==> src/rtl/alu_pkg.sv <==
// Shared ALU/commit definitions: condition codes, opcodes and commit FSM states.
package alu_pkg;

    localparam logic [1:0] COND_ALWAYS = 2'b00;
    localparam logic [1:0] COND_Z      = 2'b10;
    localparam logic [1:0] COND_C      = 2'b01;
    localparam logic [1:0] COND_RSVD   = 2'b11;

    localparam logic OP_ADD  = 1'b0;
    localparam logic OP_NAND = 1'b1;

    typedef enum logic [1:0] {
        IDLE  = 2'd0,
        EVAL  = 2'd1,
        WRITE = 2'd2
    } commit_state_e;

endpackage

==> src/rtl/cond_check.sv <==
// Conditional-execution check: decides whether an instruction with the given
// condition code may commit, based on the architectural flags. Shared with the
// branch unit, so it stays purely combinational.
module cond_check
    import alu_pkg::*;
(
    input  logic [1:0] cond_i,
    input  logic       flag_c_i,
    input  logic       flag_z_i,
    output logic       pass_o
);

    // Reserved code never passes, so a malformed instruction is dropped.
    always_comb begin
        pass_o = 1'b0;
        unique case (cond_i)
            COND_ALWAYS: pass_o = 1'b1;
            COND_Z:      pass_o = flag_z_i;
            COND_C:      pass_o = flag_c_i;
            COND_RSVD:   pass_o = 1'b0;
            default:     pass_o = 1'b0;
        endcase
    end

endmodule

==> src/rtl/alu_commit.sv <==
// Writeback/commit stage: takes one ALU result per handshake, checks its
// condition code against the architectural C/Z flags and writes the register
// file. Owns the C and Z flags.
// Optional: define ALU_COMMIT_STATS_EN to add commit_cnt/skip_cnt counters.
module alu_commit
    import alu_pkg::*;
#(
    parameter int DATA_W     = 16,
    parameter int REG_ADDR_W = 3,
    parameter int CNT_W      = 16
) (
    input  logic                  clk,
    input  logic                  reset_n,
    input  logic                  in_valid,
    output logic                  in_ready,
    input  logic [DATA_W-1:0]     in_result,
    input  logic                  in_carry,
    input  logic                  in_op,
    input  logic [1:0]            in_cond,
    input  logic [REG_ADDR_W-1:0] in_dest,
    output logic                  rf_we,
    output logic [REG_ADDR_W-1:0] rf_addr,
    output logic [DATA_W-1:0]     rf_data,
    output logic                  flag_c,
    output logic                  flag_z,
`ifdef ALU_COMMIT_STATS_EN
    output logic [CNT_W-1:0]      commit_cnt,
    output logic [CNT_W-1:0]      skip_cnt,
`endif
    output logic                  skipped
);

    commit_state_e state_q, state_d;

    logic [DATA_W-1:0]     res_q;
    logic                  carry_q;
    logic                  op_q;
    logic [1:0]            cond_q;
    logic [REG_ADDR_W-1:0] dest_q;
    logic [REG_ADDR_W-1:0] rf_addr_q;
    logic [DATA_W-1:0]     rf_data_q;
    logic                  flag_c_q;
    logic                  flag_z_q;

    logic accept;
    logic pass;
    logic skip;
    logic we;

    // Flags are only written on the WRITE edge, so during EVAL they still hold
    // the previous instruction's result -- exactly what the condition needs.
    cond_check u_cond_check (
        .cond_i   (cond_q),
        .flag_c_i (flag_c_q),
        .flag_z_i (flag_z_q),
        .pass_o   (pass)
    );

    // State register.
    always_ff @(posedge clk or negedge reset_n) begin
        if (!reset_n) state_q <= IDLE;
        else          state_q <= state_d;
    end

    // Next-state and per-state strobes.
    always_comb begin
        state_d = state_q;
        accept  = 1'b0;
        skip    = 1'b0;
        we      = 1'b0;
        unique case (state_q)
            IDLE: begin
                if (in_valid) begin
                    accept  = 1'b1;
                    state_d = EVAL;
                end
            end
            EVAL: begin
                if (pass) begin
                    state_d = WRITE;
                end else begin
                    skip    = 1'b1;
                    state_d = IDLE;
                end
            end
            WRITE: begin
                we      = 1'b1;
                state_d = IDLE;
            end
            default: state_d = IDLE;
        endcase
    end

    // Instruction latch, write-port registers and flag update.
    always_ff @(posedge clk or negedge reset_n) begin
        if (!reset_n) begin
            res_q     <= '0;
            carry_q   <= 1'b0;
            op_q      <= OP_ADD;
            cond_q    <= COND_ALWAYS;
            dest_q    <= '0;
            rf_addr_q <= '0;
            rf_data_q <= '0;
            flag_c_q  <= 1'b0;
            flag_z_q  <= 1'b0;
        end else begin
            if (accept) begin
                res_q   <= in_result;
                carry_q <= in_carry;
                op_q    <= in_op;
                cond_q  <= in_cond;
                dest_q  <= in_dest;
            end
            // Load the write port only once the instruction is known to commit,
            // so a skipped instruction leaves the last written values in place.
            if (state_q == EVAL && pass) begin
                rf_addr_q <= dest_q;
                rf_data_q <= res_q;
            end
            if (we) begin
                flag_z_q <= (res_q == '0);
                if (op_q == OP_ADD) flag_c_q <= carry_q;
            end
        end
    end

`ifdef ALU_COMMIT_STATS_EN
    logic [CNT_W-1:0] commit_cnt_q;
    logic [CNT_W-1:0] skip_cnt_q;

    // Free-running wrap-around event counters.
    always_ff @(posedge clk or negedge reset_n) begin
        if (!reset_n) begin
            commit_cnt_q <= '0;
            skip_cnt_q   <= '0;
        end else begin
            if (we)   commit_cnt_q <= commit_cnt_q + CNT_W'(1);
            if (skip) skip_cnt_q   <= skip_cnt_q + CNT_W'(1);
        end
    end

    assign commit_cnt = commit_cnt_q;
    assign skip_cnt   = skip_cnt_q;
`endif

    assign in_ready = (state_q == IDLE);
    assign rf_we    = we;
    assign skipped  = skip;
    assign rf_addr  = rf_addr_q;
    assign rf_data  = rf_data_q;
    assign flag_c   = flag_c_q;
    assign flag_z   = flag_z_q;

endmodule

==> config.mk <==
export PLATFORM = sky130hd
export DESIGN_NAME = alu_commit
export DESIGN_NICKNAME = d
export VERILOG_FILES = /design/src/rtl/alu_pkg.sv /design/src/rtl/cond_check.sv /design/src/rtl/alu_commit.sv
export SDC_FILE = /design/constraint.sdc
export NUM_CORES = 1
export LEC_CHECK = 0
export BUFFER_PORTS_ARGS = -buffer_cell sky130_fd_sc_hd__buf_2
export CORE_UTILIZATION = 40
export CTS_CLUSTER_DIAMETER = 30
export DETAILED_ROUTE_END_ITERATION = 10
export HOLD_SLACK_MARGIN = 0.1
export PLACE_DENSITY = 0.7
export SKIP_LAST_GASP = 1
export SLEW_MARGIN = 10
export SYNTH_ARGS = -nofsm -noshare
export SYNTH_HDL_FRONTEND = slang
export SYNTH_HIERARCHICAL = 1
export SYNTH_SLANG_ARGS = --single-unit
==> constraint.sdc <==
create_clock -name clk -period 3.23 [get_ports clk]
set_input_delay 0.1615 -clock clk [delete_from_list [all_inputs] [get_ports clk]]
set_output_delay 0.1615 -clock clk [all_outputs]
set_load 0.005 [all_outputs]
# Word level (Yosys, flattened, before mapping)
# Cells that the tools add are included.
# W data, S select, Z words.
[totals] wordCells=31 ff_bits=46 in_bits=26 output_inout_bits=24
[classes] eq_ne=6 muxes=9 reduce_logical=5 bitwise_logic=1
[op_table] op="$logic_not A16 Y1" n=1
[op_table] op="$eq A2 B2 Y1 const B" n=3
[op_table] op="$mux W1" n=5
[op_table] op="$eq A2 B1 Y1 const B" n=2
[op_table] op="$logic_not A2 Y1" n=2
[op_table] op="$mux W2" n=2
[op_table] op="$pmux W1 S4" n=1
[op_table] op="$pmux W2 S2" n=1
[op_table] op="$ne A2 B2 Y1 const B" n=1
[op_table] op="$reduce_and A2 Y1" n=1
[op_table] op="$logic_and A1 B1 Y1" n=1
[op_table] op="$not A1 Y1" n=1

# Depth between registers and ports, before layout
[depth] ltp_word=4 depth_mapped=5

# Modules after synthesis
# Netlist, hierarchy kept.
[modules_own_cells] mod="alu_commit" cells_per_inst=109 instances=1 seq_area_each_um2=1151.1 area_per_inst_um2=1854.3
[modules_own_cells] mod="cond_check" cells_per_inst=3 instances=1 seq_area_each_um2=0.0 area_per_inst_um2=23.8

# Worst setup path before layout
# No wires, ideal clock.
[synth_path] path_kind="register to register" start="register state_q[1]" end="register cond_q[1]" path_stages_with_launch=6 arrival_ns=1.234 setup_slack_ns=1.871 path_buffers=2 setup_ns=0.125 path_cell_list="dfrtp_1 > nor2_1 > and2_4 > buf_6 > buf_12 > mux2_4"
[synth_between] elab_chain_len=2
[synth_rtl] item="from (decl)" line="alu_commit.sv:33" text="commit_state_e state_q, state_d;"
[synth_rtl] item="from (signal assigned)" line="alu_commit.sv:62" text="else state_q <= state_d;"
[synth_rtl] item="$logic_not A2 Y1"
[synth_rtl] item="via in_ready" line="alu_commit.sv:15" text="output logic in_ready,"
[synth_rtl] item="$mux W1" line="alu_commit.sv:71" text="unique case (state_q)"
[synth_rtl] item="to (signal assigned)" line="alu_commit.sv:111" text="cond_q <= in_cond;"
[synth_rtl] item="to (decl)" line="alu_commit.sv:38" text="logic [1:0] cond_q;"
# The timed path passes the listed nets, and every way through them passes these cells.
# A chain may end at the register's enable or synchronous reset.

# Final worst setup path
[layout_path] start="register cond_q[0]" end="register rf_addr_q[0], in the netlist rf_addr[0]"
[layout_between] elab_chain_len=3 elab_cells_between_ends=6 cone_classes="3 x eq/ne; 1 x mux; 2 x reduce/logical"
[layout_rtl] item="$eq A2 B2 Y1 (tied with other cells)" line="cond_check.sv:16" text="unique case (cond_i)"
[layout_rtl] item="$pmux W1 S4 (*)" line="cond_check.sv:16"
[layout_rtl] item="via pass" line="alu_commit.sv:46" text="logic pass;"
[layout_rtl] item="$logic_and A1 B1 Y1 (*)" line="alu_commit.sv:116" text="if (state_q == EVAL && pass) begin"
[layout_rtl] item="to (signal assigned)" line="alu_commit.sv:117" text="rf_addr_q <= dest_q;"
[layout_rtl] item="to (decl)" line="alu_commit.sv:40" text="logic [REG_ADDR_W-1:0] rf_addr_q;"
# Mark *: on every way through the listed nets, which the timed path passes. The rest lies on a longest branch.

==> impl_results.md <==
- Grt ovf: 0
- Pwr Density: 819 nW/um2
- Clock-pin slew on the worst setup and hold paths: 0.08 ns
- EDFF count, synth: 0
- Failing checks: DRC
- Layout cell share with drive strength beyond 1: 58.3%
- RSZ-0062 raised after global routing: no
- Leak Pwr: between 1 and 1.5 nW
- Async SR Flop Fraction: 100%
- Die Width: 70.5 um
- Total via count in the routed design: 1,093
- H-Tree Depth: 2
- Area Overhead vs Synth: 25.6%
- Clock skew: between 0.004 and 0.005 ns
- Actual slew at the worst max-slew pin: 0.998 ns
- Syn nets: around 140
- Post-DP HPWL: 2.45 mm
- FILL cells: 376
- Avg Synthesized Cell Area: 16.8 um2
- Drt pass-1 iters: 7
- Relative slew slack: ~33%
- CTS tree: yes
- Crit-path max FO: 20
- Worst setup EP type: register
- Max Slew Vio Count: 0
- Max Root-Sink Buffers: 2
- Num CTS Buffers: 5
- Detail Route Antenna Nets: 0
- Initial DRC Count: 43
- Max_cap viols: 0
- Required @ worst endpoint: 3.40 ns
- Fin. Hold Viols: 0
- Chip height: 70.5 um
- Die area: 4970 um2
- WS Path Type: register to register
- Dominant cell type by area after synthesis: dfrtp_1
- Hold Path Class: primary input to register
- WL/cell: 15.3 um
- Worst setup SP type: register
- Largest net degree at the start of global routing: 47
- DR DRC count: 6
- Cells after Synth: 112
- Hold_ws: 0.107 ns
- WL final: between 3 and 4 mm
- RePlAce Congestion: 0.731
- Total track usage: between 15 and 20%
- Netlist cell types: 19
- Row cnt: 24
- Dominant synthesized flop cell: dfrtp_1
- Final min period: roughly 2.1 ns
- Initial Utilization: approximately 42%
- Slowest-stage cell, CP: nand3b_1
- Final worst setup slack: 1.15 ns
- Post-synthesis cell area: 1880 um2
- Share of the synthesized area in the top cell type: 61.3%
- Yosys Warn Count: 6
- # setup viols final: 0
- # diodes: 0
- Post-route cell area: 2360 um2
- Number of synthesized register bits: 46
- Root buffer cell: clkbuf_8
- Floorplan core area: 4440 um2
- Crit path DAT: 2.25 ns
- First-pass GRT wire length: 6.18 mm
- Placement Setup Slack: 1.13 ns
- Maximum VDD drop: 0.000201 V
- Vias per cell: 4.81
- Part of the Yosys area used for sequential elements: 61.3%
- Most frequent cell after synthesis: dfrtp_1
- NumNets Final: approximately 200
- Max Freq: 481 MHz
- Setup TNS Final: 0 ns
- Clock sink total: 46
- Vias in the first global route: roughly 1,300
- Crit-path max cell delay: 0.69 ns
- IO buf count: slightly below 50
- Antenna violations before repair: 0
- Placed cell area: 2130 um2
- CP cell instances: nand2b_1, a21oi_2, nand3b_1, mux2_2
- I/O Pins: 50
- Status: finished, violations left
- Synth top cells by count: dfrtp_1 (46), mux2_2 (24), mux2_4 (19), nor4_1 (4)
- Skew-Pair Late Insertion Delay: slightly below 0.3 ns
- Top cells by area, synth: dfrtp_1 (61%), mux2_4 (15%), mux2_2 (14%), buf_12 (2.1%), nor4_1 (1.3%)
- Period utilization: between 60% and 70%
-- flip-flops by register name (all words and copies together), names as in the netlist, 2 cells and up --
name	cells
dest_q	3
rf_data	16
state_q	2
res_q	16
rf_addr	3
cond_q	2
-- area by class of cell --
cell class | count | area (um2) | area share, %
clock buffers | 6 | 82.6 | 3.50
clock inverters | 1 | 30.0 | 1.27
inverters | 2 | 7.51 | 0.318
multi-input cells | 59 | 658 | 27.9
flip-flops and latches | 46 | 1150 | 48.8
well taps | 52 | 65.1 | 2.76
repair buffers | 61 | 365 | 15.5
-- placed cells by master (no fill, tap or decap), types with 2 or more instances in the layout --
cell,synthesis,routed
nor2_1,2,2
mux2_4,19,19
mux2_2,24,24
inv_1,2,2
nor4_1,4,4
buf_2,2,49
dlygate4sd3_1,0,12
dfrtp_1,46,46
clkbuf_8,0,6
-- layer usage --
| layer | vias up | share of wire (%) | global-route usage, % |
|---|---|---|---|
| met5 | - | 0 | 0 |
| met4 | 0 | 1.6 | 7.03 |
| met3 | 5 | 3.3 | 2.45 |
| met2 | 29 | 51 | 26.9 |
| met1 | 537 | 45 | 21.2 |
| li1 | 522 | - | - |
-- logic make-up (layout without fill, tap and decap cells) --
group	after synthesis	in the layout	synth area share [%]
flops	46	46	61.3
compound gates	2	2	0.733
buf+inv	7	70	3.66
mux	43	43	29.6
simple gates	14	14	4.73
-- path summary, 6_finish.rpt --
path	depth (start not counted)	startpoint	end	slack, ns
min in group asynchronous	2	reset_n	dest_q[0]	0.57
max in group asynchronous	2	reset_n	state_q[0]	2.07
worst max register to register	4	cond_q[0]	rf_addr[0]	1.15
worst max-delay path	4	cond_q[0]	rf_addr[0]	1.15
worst min register to register	1	rf_data[6]	rf_data[6]	0.51
worst min-delay path	2	in_op	op_q	0.11
-- critical path: cells and delay by family, from the launching register on --
family | cells | cell delay [ns]
and+or+nand+nor | 2 | 0.85
muxes | 1 | 0.55
DFF | 1 | 0.39
AOI/OAI and AO/OA | 1 | 0.16
-- per-stage QoR --
stage / utilization, % / instances / power (mW)
final: 53.1 / 227 / 1.93
after global routing: 53.1 / 227 / 2.06
after CTS: 53.1 / 227 / 1.96
after detailed placement: 47.9 / 208 / 1.52
after global placement: 47.9 / 208 / 1.49
after floorplan: - / 112 / 1.30
-- power breakdown --
part	internal, mW	leakage (nW)	total [mW]	switching (mW)
Clock	0.247	0.0573	0.419	0.172
Combinational	0.369	0.541	0.572	0.203
Sequential	0.799	0.546	0.942	0.142
Total	1.42	1.14	1.93	0.517
-- repair_timing --
item                      in CTS  in global routing
hold endpoints to repair      57                  0
resized for setup              0                  0
hold buffers                  12                  0
setup buffers                  0                  0
Power figures use the tool's default switching activity.
